### config.mk
export PLATFORM = sky130hd
export DESIGN_NAME = ex_mm_forward
export DESIGN_NICKNAME = d
export VERILOG_FILES = /design/src/rtl/ex_mm_forward.sv
export SDC_FILE = /design/constraint.sdc
export NUM_CORES = 1
export LEC_CHECK = 0
export BUFFER_PORTS_ARGS = -buffer_cell sky130_fd_sc_hd__buf_2
export CAP_MARGIN = 10
export CORE_AREA = 5 5 124 126
export DETAILED_ROUTE_END_ITERATION = 10
export DIE_AREA = 0 0 129 131
export GPL_TIMING_DRIVEN = 0
export PLACE_DENSITY_LB_ADDON = 0.2
export RECOVER_POWER = 100
export SLEW_MARGIN = 20
export SYNTH_ARGS = -nofsm -noshare
export SYNTH_HDL_FRONTEND = slang
export SYNTH_SLANG_ARGS = --single-unit
### constraint.sdc
create_clock -name clk -period 4.7 [get_ports clk]
set_clock_uncertainty 0.15 [all_clocks]
set_input_delay 0.94 -clock clk [delete_from_list [all_inputs] [get_ports clk]]
set_output_delay 0.94 -clock clk [all_outputs]
set_load 0.1 [all_outputs]
### src/rtl/ex_mm_forward.sv
// rtl/ex_mm_forward.sv - EX->MM->WB pipeline registers and registered EX operand forwarding selects
module ex_mm_forward #(
  parameter int AW = 6
) (
  input  logic          clk,
  input  logic          rst_n,
  input  logic          stall,
  input  logic          ex_valid,
  input  logic          ex_flush,
  input  logic [AW-1:0] ex_dest,
  input  logic [2:0]    ex_wr,
  input  logic          ex_load,
  input  logic          result_P,
  input  logic [31:0]   result_I,
  input  logic [31:0]   result_F,
  input  logic [31:0]   Wdata,
  input  logic [31:0]   mem_rdata,
  input  logic          id_adv,
  input  logic [6*AW-1:0] id_src,
  input  logic [1:0]    id_sel,
  output logic          pval_mm,
  output logic [31:0]   rval_mm,
  output logic [31:0]   fval_mm,
  output logic [31:0]   wdata_mm,
  output logic [31:0]   rval_wb,
  output logic [AW-1:0] wb_dest,
  output logic [2:0]    wb_wr,
  output logic          p1_mux,
  output logic          p2_mux,
  output logic          f1_mux,
  output logic          f2_mux,
  output logic [1:0]    r1_mux,
  output logic [1:0]    r2_mux
);

  localparam int FP = 0;
  localparam int FR = 1;
  localparam int FF = 2;

  logic          mm_valid_q, mm_valid_d;
  logic          mm_load_q, mm_load_d;
  logic [AW-1:0] mm_dest_q, mm_dest_d;
  logic [2:0]    mm_wr_q, mm_wr_d;
  logic          pval_mm_q, pval_mm_d;
  logic [31:0]   rval_mm_q, rval_mm_d;
  logic [31:0]   fval_mm_q, fval_mm_d;
  logic [31:0]   wdata_mm_q, wdata_mm_d;
  logic          wb_valid_q, wb_valid_d;
  logic [AW-1:0] wb_dest_q, wb_dest_d;
  logic [2:0]    wb_wr_q, wb_wr_d;
  logic [31:0]   rval_wb_q, rval_wb_d;
  logic          p1_q, p1_d, p2_q, p2_d, f1_q, f1_d, f2_q, f2_d;
  logic [1:0]    r1_q, r1_d, r2_q, r2_d;

  logic          ex_ok;
  logic [AW-1:0] src_py, src_px, src_ry, src_rx, src_fy, src_fx;

  assign ex_ok = ex_valid & ~ex_flush;
  assign {src_py, src_px, src_ry, src_rx, src_fy, src_fx} = id_src;

  function automatic logic hit(input logic v, input logic wr,
                               input logic [AW-1:0] dst, input logic [AW-1:0] src);
    return v & wr & (dst == src);
  endfunction

  // Integer selects: EX (youngest) beats MM; loads in EX have no data yet; r0 is constant zero.
  function automatic logic [1:0] rsel(input logic use_alt, input logic [AW-1:0] src,
                                      input logic ex_v, input logic [2:0] ewr, input logic [AW-1:0] edst,
                                      input logic mm_v, input logic [2:0] mwr, input logic [AW-1:0] mdst);
    if (use_alt)                                        return 2'b11;
    else if (src != '0 && hit(ex_v, ewr[FR], edst, src)) return 2'b01;
    else if (src != '0 && hit(mm_v, mwr[FR], mdst, src)) return 2'b10;
    else                                                return 2'b00;
  endfunction

  always_comb begin
    mm_valid_d = mm_valid_q;
    mm_load_d  = mm_load_q;
    mm_dest_d  = mm_dest_q;
    mm_wr_d    = mm_wr_q;
    pval_mm_d  = pval_mm_q;
    rval_mm_d  = rval_mm_q;
    fval_mm_d  = fval_mm_q;
    wdata_mm_d = wdata_mm_q;
    wb_valid_d = wb_valid_q;
    wb_dest_d  = wb_dest_q;
    wb_wr_d    = wb_wr_q;
    rval_wb_d  = rval_wb_q;
    p1_d = p1_q; p2_d = p2_q; f1_d = f1_q; f2_d = f2_q;
    r1_d = r1_q; r2_d = r2_q;
    if (!stall) begin
      mm_valid_d = ex_ok;
      mm_load_d  = ex_load;
      mm_dest_d  = ex_dest;
      mm_wr_d    = ex_ok ? ex_wr : 3'b000;
      pval_mm_d  = result_P;
      rval_mm_d  = result_I;
      fval_mm_d  = result_F;
      wdata_mm_d = Wdata;
      wb_valid_d = mm_valid_q;
      wb_dest_d  = mm_dest_q;
      wb_wr_d    = mm_wr_q;
      if (mm_load_q)        rval_wb_d = mem_rdata;
      else if (mm_wr_q[FR]) rval_wb_d = rval_mm_q;
      else if (mm_wr_q[FF]) rval_wb_d = fval_mm_q;
      else                  rval_wb_d = {31'b0, pval_mm_q};
      if (id_adv) begin
        r1_d = rsel(id_sel[1], src_ry, ex_ok & ~ex_load, ex_wr, ex_dest, mm_valid_q, mm_wr_q, mm_dest_q);
        r2_d = rsel(id_sel[0], src_rx, ex_ok & ~ex_load, ex_wr, ex_dest, mm_valid_q, mm_wr_q, mm_dest_q);
        p1_d = hit(ex_ok, ex_wr[FP], ex_dest, src_py);
        p2_d = hit(ex_ok, ex_wr[FP], ex_dest, src_px);
        f1_d = hit(ex_ok, ex_wr[FF], ex_dest, src_fy);
        f2_d = hit(ex_ok, ex_wr[FF], ex_dest, src_fx);
      end else begin
        r1_d = 2'b00; r2_d = 2'b00;
        p1_d = 1'b0; p2_d = 1'b0; f1_d = 1'b0; f2_d = 1'b0;
      end
    end
  end

  always_ff @(posedge clk or negedge rst_n) begin
    if (!rst_n) begin
      mm_valid_q <= 1'b0;
      mm_load_q  <= 1'b0;
      mm_dest_q  <= '0;
      mm_wr_q    <= 3'b000;
      pval_mm_q  <= 1'b0;
      rval_mm_q  <= 32'b0;
      fval_mm_q  <= 32'b0;
      wdata_mm_q <= 32'b0;
      wb_valid_q <= 1'b0;
      wb_dest_q  <= '0;
      wb_wr_q    <= 3'b000;
      rval_wb_q  <= 32'b0;
      p1_q <= 1'b0; p2_q <= 1'b0; f1_q <= 1'b0; f2_q <= 1'b0;
      r1_q <= 2'b00; r2_q <= 2'b00;
    end else begin
      mm_valid_q <= mm_valid_d;
      mm_load_q  <= mm_load_d;
      mm_dest_q  <= mm_dest_d;
      mm_wr_q    <= mm_wr_d;
      pval_mm_q  <= pval_mm_d;
      rval_mm_q  <= rval_mm_d;
      fval_mm_q  <= fval_mm_d;
      wdata_mm_q <= wdata_mm_d;
      wb_valid_q <= wb_valid_d;
      wb_dest_q  <= wb_dest_d;
      wb_wr_q    <= wb_wr_d;
      rval_wb_q  <= rval_wb_d;
      p1_q <= p1_d; p2_q <= p2_d; f1_q <= f1_d; f2_q <= f2_d;
      r1_q <= r1_d; r2_q <= r2_d;
    end
  end

  assign pval_mm  = pval_mm_q;
  assign rval_mm  = rval_mm_q;
  assign fval_mm  = fval_mm_q;
  assign wdata_mm = wdata_mm_q;
  assign rval_wb  = rval_wb_q;
  assign wb_dest  = wb_dest_q;
  assign wb_wr    = wb_valid_q ? wb_wr_q : 3'b000;
  assign p1_mux   = p1_q;
  assign p2_mux   = p2_q;
  assign f1_mux   = f1_q;
  assign f2_mux   = f2_q;
  assign r1_mux   = r1_q;
  assign r2_mux   = r2_q;

endmodule

* Word-level counts from Yosys, hierarchy flattened
Index checks and enable logic that the tools add are counted.
Cells by class: bitwise gates (word level) 16, equal/unequal tests 8, multiplexer cells 17, reductions and logical operators 6
Operators with widths (number):
- $mux 32 | 3
- $eq 6x6->1 | 8
- $mux 2 | 8
- $and 1x1->1 | 14
- $reduce_bool 6->1 | 2
- $mux 3 | 2
- $logic_and 1x1->1 | 4
- $mux 1 | 4
- $not 1->1 | 2
Word-level totals: bits in registers 158, bits of input ports 183, output and inout port bits 146

* Longest topological paths before layout
Gate-level depths: netlist (run 1).
depth after elaboration 9, mapped depth 7, gate-level depth less buffers 5

* Least setup slack after synthesis (run 1)
No wires, ideal clock.
path type input to register, from input port stall, to register rval_mm_q[10] (netlist: rval_mm[10]), stages on the path 4, slack 2516 ps, arrival 1908 ps, path buffers 3, cells stage by stage clkbuf_1 > clkbuf_1 > buf_2 > mux2_2
RTL lines:
- start, declared | RTL line 7 | input logic stall,
- end signal, assigned | RTL line 143 | rval_mm_q <= rval_mm_d;
- end, declared | RTL line 45 | logic [31:0] rval_mm_q, rval_mm_d;
No word-level cell between the ends.

* Final worst setup path (run 1)
from register wb_valid_q, to output port wb_wr[2]
Between the ends: cells in the longest elaborated chain, start to end 1
Ends and longest elaborated chain:
- start, declared | RTL line 48 | logic wb_valid_q, wb_valid_d;
- start signal, assigned | RTL line 146 | wb_valid_q <= wb_valid_d;
- $mux 3 | RTL line 161 | assign wb_wr = wb_valid_q ? wb_wr_q : 3'b000;
- end, declared | RTL line 27 | output logic [2:0] wb_wr,
No other way between the ends.

==> results of run 1 <==
[synth_stat cells (3+ instances only)]
| cell type | count |
|---|---|
| a21oi_1 | 33 |
| a22oi_1 | 29 |
| and2_1 | 3 |
| buf_1 | 4 |
| buf_2 | 24 |
| clkbuf_1 | 12 |
| dfrtp_1 | 158 |
| mux2_2 | 115 |
| nand2_1 | 51 |
| nand3_1 | 3 |
| nand4_1 | 6 |
| nor2_1 | 31 |
| nor2b_1 | 4 |
| nor4_1 | 5 |
| o21ai_0 | 37 |
| o21ai_1 | 3 |
| o41ai_1 | 4 |
| xnor2_1 | 22 |
| xor2_1 | 26 |
[area by class of cell]
class	instances	area (um^2)	area share
Antenna cell	1	2.50	0.000270
Tap cell	184	230	0.0248
Buffer	42	179	0.0193
Sequential cell	158	3950	0.427
Multi-Input combinational cell	385	2880	0.310
Clock buffer	18	429	0.0463
Clock inverter	12	146	0.0158
Timing Repair Buffer	322	1450	0.157
[power by group through the flow]
stage | Combinational (W) | Clock [W] | Sequential (W)
6_report | 0.00151 | 0.00136 | 0.00160
5_1_grt | 0.00157 | 0.00144 | 0.00162
4_1_cts | 0.00156 | 0.00138 | 0.00159
3_5_place_dp | 0.00156 | 0 | 0.00162
3_3_place_gp | 0.00154 | 0 | 0.00161
2_1_floorplan | 0.000263 | 0 | 0.00255
[kinds of logic after synthesis]
logic type                Yosys count
xor gates and xnor gates           48
and+or+nand+nor                   112
DFF                               158
muxes                             117
buffers and inverters              42
AOI/OAI and AO/OA                 108
[metal layers]
metal / track usage / vias up / wire (um)
li1: - / 2733 / -
met1: 0.324 / 2811 / 8750
met2: 0.415 / 270 / 10700
met3: 0.0675 / 33 / 2030
met4: 0.0920 / 2 / 493
met5: 0 / - / 13
[through the flow]
stage	setup WS (ns)	total power (W)	instance area, um^2	util	hold WS, ns
floorplan	2.52	0.00281	7030	-	0.299
global placement	0.155	0.00315	8860	0.624	0.312
detailed placement	1.92	0.00318	8900	0.627	0.318
CTS	2.23	0.00454	9480	0.667	0.333
global route	1.63	0.00463	9270	0.653	0.352
finish	1.79	0.00447	9270	0.653	0.330
[worst min-delay path, stage by stage (launching register included)]
cell and delay (ns):
dfrtp_1 0.34, nand2_1 0.05, o41ai_1 0.05
[cells in the final DEF, fill, tap and decap left out, types with 3 or more instances in the layout]
cell	synthesis	routed
clkinvlp_4	0	3
nand4_1	6	6
nor2b_1	4	4
o41ai_1	4	4
buf_2	24	185
clkbuf_16	0	17
dfrtp_1	158	158
xor2_1	26	26
mux2_2	115	115
clkbuf_1	12	175
bufinv_16	0	3
nor2_1	31	31
clkinv_2	0	5
nand2_1	51	51
xnor2_1	22	22
o21ai_0	37	39
nand3_1	3	3
a22oi_1	29	29
nor4_1	5	5
a21oi_1	33	33
and2_1	3	3
[sequential cells by signal (all words and copies together) (netlist names), 2 cells and up]
| name | flops |
|---|---|
| wb_dest | 6 |
| mm_dest_q | 6 |
| wb_wr_q | 3 |
| fval_mm | 32 |
| rval_mm | 32 |
| wdata_mm | 32 |
| mm_wr_q | 3 |
| r1_mux | 2 |
| r2_mux | 2 |
| rval_wb | 32 |
[final timing paths]
kind | start | end | slack, ns | cells past startpoint
min | f1_mux | f1_mux | 0.33 | 2
min in group asynchronous | rst_n | f2_mux | 1.00 | 1
max reg2reg | mm_load_q | rval_wb[6] | 2.88 | 5
max in group asynchronous | rst_n | rval_wb[3] | 2.11 | 1
min reg2reg | f1_mux | f1_mux | 0.33 | 2
max | wb_valid_q | wb_wr[2] | 1.79 | 2
==> results.yml, run 1 <==
run_status:
  outcome: "finished with violations"
  failed_checks: "max-capacitance violations, max-slew violations"
synth:
  avgSynthCellArea_um2: 12.0
  postSynthCellCount: 585
  synth-seq-area-share: 0.563
  synth-simple-area-share: 0.0725
  netlist_area_um2: 7030
  synth_top_area_share: 0.563
  synthMuxAreaShare: 0.187
  yosys.area_share.adder: 0
  synth_top_area_cell: "dfrtp_1"
  async_flop_share: 1.00
  synth_top_family_by_area: "multiplexers"
  synth-compound-area-share: 0.0901
  yosys_warnings: 0
  ys_ff_latch: 158
  synthTopCellsByArea: "dfrtp_1 56%, mux2_2 18%, xor2_1 3.2%"
  synth_flop_cell: "dfrtp_1"
  synth_xor_area_frac: 0.0598
  synth_edf_count: 0
  synth_fp_nets: 768
  synth_cell_type_count: 31
setup_path:
  endpoint_kind: "output port"
  critical_path_buf_inv_count: 1
  crit_type: "reg -> out"
  required_ns: 3.61
  critPathLaunchType: "register"
  worst-path-max-fanout: 4
  crit_slowest_cell: "clkbuf_1"
  crit_family: "buffers and inverters"
  path_cells: "and2_1 -> clkbuf_1"
  max_stage_delay_ns: 0.90
  worstPathArrival_ns: 1.82
sta:
  slew-limit-headroom: -0.449
  final_max_slew_viol_count: 86
  setup_viol: 0
  period_needed_ns: 2.91
  hold_viol_final: 0
  setup-tns-final_ns: 0
  rsz0062_at_grt: "false"
  min_period_over_period: 0.620
  clock.fmax_mhz: 343
  worst-slew-pin-transition_ns: 2.17
global_route:
  grt_max_degree: 87
  grt_pass1_vias: 6009
  grt_use_total: 0.253
  overflow: 0
  grt_pass1_wl_mm: 32.5
  antenna_found_initial: 2
clocking:
  root_buffer: "clkbuf_16"
  clkSlewWorstSetupHoldPaths_ns: 0.06
  ctsResizeCount: 0
  cts_tree: "done"
  cts_buffers: 17
  cts_setup_buffers: 0
  clockBufferDepth: 2
  holdBufCountCts: 0
  cts.sinks: 158
  clk-insertion-delay-late_ns: 0.41
  cts_max_level: 4
flow_run:
  maxCapViolations: 1
power_and_ir_drop:
  p_comb_frac: 0.338
  internal_power_w: 0.00259
  switching_share: 0.421
  p_leak_nw: 4.09
  vdd_drop_max_v: 0.000288
  seq_power_share: 0.358
  power_density_nw_per_um2: 482
  power_switching_w: 0.00188
  clock_power_share: 0.304
final_layout:
  n_fill_cell: 1282
  fin_nets: 1109
  fin_cells: 1122
  layout-drive-gt1-share: 0.359
  area_growth_pct: 31.9
floorplan:
  start_util: 0.495
  pin_count: 329
  die_area_um2: 16900
  rows: 44
  die_h_um: 131
  coreArea_um2: 14200
  die_w_um: 129
placed_design:
  dp.cells: 1091
  port_buffers: 321
  dp_hpwl_mm: 17.0
  place.gp.congestion: 0.856
drt:
  route.detailed.drc: 0
  drt.antenna.violating_nets: 0
  drtIter0Drc: 328
  routed_wl_mm: 21.9
  wl_per_cell_um: 19.6
  via_count: 5849
  via_per_inst: 5.21
  firstDrtPassIters: 4
hold_path:
  min_path_type: "reg -> reg"
(Power assumes the default switching activity.)
==> run 2, diff against run 1 <==
--- a/config.mk
+++ b/config.mk
@@ -5,11 +5,12 @@
 export SDC_FILE = /design/constraint.sdc
 export NUM_CORES = 1
 export LEC_CHECK = 0
+export ABC_AREA = 1
 export BUFFER_PORTS_ARGS = -buffer_cell sky130_fd_sc_hd__buf_2
 export CAP_MARGIN = 10
-export CORE_AREA = 5 5 124 126
+export CORE_AREA = 5 5 137 139
 export DETAILED_ROUTE_END_ITERATION = 10
-export DIE_AREA = 0 0 129 131
+export DIE_AREA = 0 0 142 144
 export GPL_TIMING_DRIVEN = 0
 export PLACE_DENSITY_LB_ADDON = 0.2
 export RECOVER_POWER = 100
==> constraint.sdc (replaced) <==
create_clock -name clk -period 2.4 [get_ports clk]
set_clock_uncertainty 0.15 [all_clocks]
set_input_delay 0.48 -clock clk [delete_from_list [all_inputs] [get_ports clk]]
set_output_delay 0.48 -clock clk [all_outputs]
set_load 0.1 [all_outputs]
==> run 2 against run 1 <==
The run now ends clean; non-clock buffer count is 13 higher; via count is 22% higher; global-route usage is 1.6 points lower; synthesized area is 3.8% higher; total power is 100% higher; cell count is 35% higher; clock power is 110% higher; first-iteration DRC count is 7.3% lower; sequential share of layout area is 2.4 points lower; design area is 5.9% higher; worst hold slack worse by 0.24 ns; synthesized cell count is 58% higher; largest cell class unchanged; largest power group unchanged.
==> results.yml, run 2 <==
run_status:
  outcome: "completed"
global_route:
  overflow: 0
  grt_use_total: 0.237
  grt_pass1_vias: 7016
  antenna_found_initial: 3
  grt_max_degree: 94
  grt_pass1_wl_mm: 37.4
placed_design:
  postPlaceCellArea_um2: 9220
  dp_hpwl_mm: 18.8
  place.gp.congestion: 0.842
  dp.cells: 1474
  port_buffers: 321
drt:
  route.detailed.drc: 0
  wl_per_cell_um: 16.2
  drt.antenna.violating_nets: 0
  via_count: 7157
  via_per_inst: 4.74
  drtIter0Drc: 304
  firstDrtPassIters: 5
  routed_wl_mm: 24.5
sta:
  worst-slew-pin-transition_ns: 0.726
  slew-limit-headroom: 0.516
  period_needed_ns: 2.05
  final_max_slew_viol_count: 0
  setup_viol: 0
  min_period_over_period: 0.855
  hold_viol_final: 0
  rsz0062_at_grt: "false"
  clock.fmax_mhz: 487
  whs_ns: 0.0894
power_and_ir_drop:
  p_leak_nw: 5.50
  power_density_nw_per_um2: 909
  vdd_drop_max_v: 0.000516
final_layout:
  n_fill_cell: 1749
  stdcell_area_um2: 9820
  final_util: 0.560
  mostFrequentLayoutCell: "nand2_1"
  area_growth_pct: 34.7
  layout_common_cells: "466 x nand2_1, 195 x buf_2, 158 x dfrtp_1"
  fin_nets: 1448
  layout-drive-gt1-share: 0.301
  fin_cells: 1511
synth:
  synth.most_common_cell: "nand2_1"
  synth-seq-area-share: 0.542
  synth_cell_type_count: 20
  ys_ff_latch: 158
  avgSynthCellArea_um2: 7.90
  synth_top_area_share: 0.542
  postSynthCellCount: 923
  synth_edf_count: 0
  netlist_area_um2: 7290
  synthTopCellsByCount: "466 x nand2_1, 158 x dfrtp_1, 75 x o21ai_1"
  async_flop_share: 1.00
  synth_fp_nets: 1106
  synthTopCellsByArea: "dfrtp_1 54%, nand2_1 24%, o21ai_1 5.1%"
  yosys_warnings: 0
  synth_flop_cell: "dfrtp_1"
  synth_top_area_cell: "dfrtp_1"
clocking:
  clkSlewWorstSetupHoldPaths_ns: 0.07
  root_buffer: "clkbuf_16"
  clk-insertion-delay-late_ns: 0.42
  cts_buffers: 17
  cts_max_level: 4
  cts_tree: "done"
  cts.sinks: 158
  clockBufferDepth: 2
  cts_setup_buffers: 0
setup_path:
  endpoint_kind: "register"
  crit_slowest_cell: "clkbuf_1"
  max_stage_delay_ns: 0.45
  worstPathArrival_ns: 2.24
  rr_worst_depth: 7
  worst-path-max-fanout: 10
  critical_path_buf_inv_count: 2
  cp.depth: 7
  critPathLaunchType: "register"
  path_cells: "clkbuf_1 -> nor2_1 -> clkbuf_1 -> nand2_1 -> nand2_1 -> o21ai_1 -> o21ai_0"
  crit_family: "buffers and inverters"
  crit_type: "reg -> reg"
  required_ns: 2.59
floorplan:
  die_h_um: 144
  coreArea_um2: 17500
  die_area_um2: 20400
  pin_count: 329
  rows: 49
  start_util: 0.416
  die_w_um: 142
hold_path:
  min_path_type: "in -> reg"
  hold_depth: 3
flow_run:
  maxCapViolations: 0
[run 2: cell count changes in the layout (fill, tap and decap cells not counted), sizes merged, moves of 9 or more]
| cell | previous run | this run |
|---|---|---|
| inv | 1 | 43 |
| mux2 | 115 | 0 |
| nand3 | 3 | 12 |
| a22oi | 29 | 0 |
| nand2 | 51 | 466 |
| o21ai | 40 | 89 |
| buf | 189 | 199 |
[run 2: area by class of cell]
type / instances / area, um^2 / share of cell area
sequential: 158 / 3950 / 0.403
timing repair buffer: 323 / 1650 / 0.168
inverter: 35 / 131 / 0.0134
antenna: 4 / 10.0 / 0.00102
multi-input combinational: 676 / 2920 / 0.297
clock buffer: 17 / 425 / 0.0433
tap: 229 / 287 / 0.0292
clock inverter: 15 / 199 / 0.0203
buffer: 54 / 244 / 0.0248
[run 2: final timing paths]
kind / startpoint / endpoint / slack [ns]
max: mm_wr_q[1] / rval_wb[26] / 0.35
min: Wdata[7] / wdata_mm[7] / 0.09
max reg2reg: mm_wr_q[1] / rval_wb[26] / 0.35
min reg2reg: wdata_mm[31] / wdata_mm[31] / 0.33
max in group asynchronous: rst_n / rval_wb[4] / 0.81
min in group asynchronous: rst_n / rval_wb[26] / 0.52
[run 2: timing repair]
item,in CTS,in global routing
hold buffers,1,0
resized for setup,0,0
endpoints found under the hold margin,92,0
[run 2: per-stage QoR]
| step | setup WS, ns | power [W] | TNS, ns |
|---|---|---|---|
| 2_1_floorplan | 0.777 | 0.00539 | 0 |
| 4_1_cts | 0.390 | 0.00900 | 0 |
| 3_5_place_dp | 0.532 | 0.00610 | 0 |
| 5_1_grt | 0.158 | 0.00926 | 0 |
| 3_3_place_gp | -1.80 | 0.00608 | -282.53 |
| 6_report | 0.347 | 0.00892 | 0 |
[run 2: logic make-up (layout without fill, tap and decap cells)]
logic type,after synthesis,in the layout,share of synthesized area
buffers and inverters,89,444,0.0568
flip-flops,158,158,0.542
AO/OA/AOI/OAI,126,126,0.0868
other,0,4,0
XOR/XNOR,34,34,0.0408
AND/OR/NAND/NOR,516,516,0.273
[run 2: worst min-delay path: cells and delay by family]
family	cells	cell delay (ns)
simple gates	2	0.08
buf+inv	1	0.07
[run 2: report_power, final]
part,total [W],internal [W],switching [W]
sequential,0.00310,0.00292,0.000179
combinational,0.00292,0.000492,0.00243
clock,0.00290,0.00168,0.00122
[run 2: metal layers]
metal,GRT usage,vias to the layer above,part of all wire
li1,-,3566,-
met2,0.389,246,0.48
met4,0.0838,6,0.025
met1,0.299,3290,0.41
met5,0,-,0.0011
met3,0.0728,49,0.081
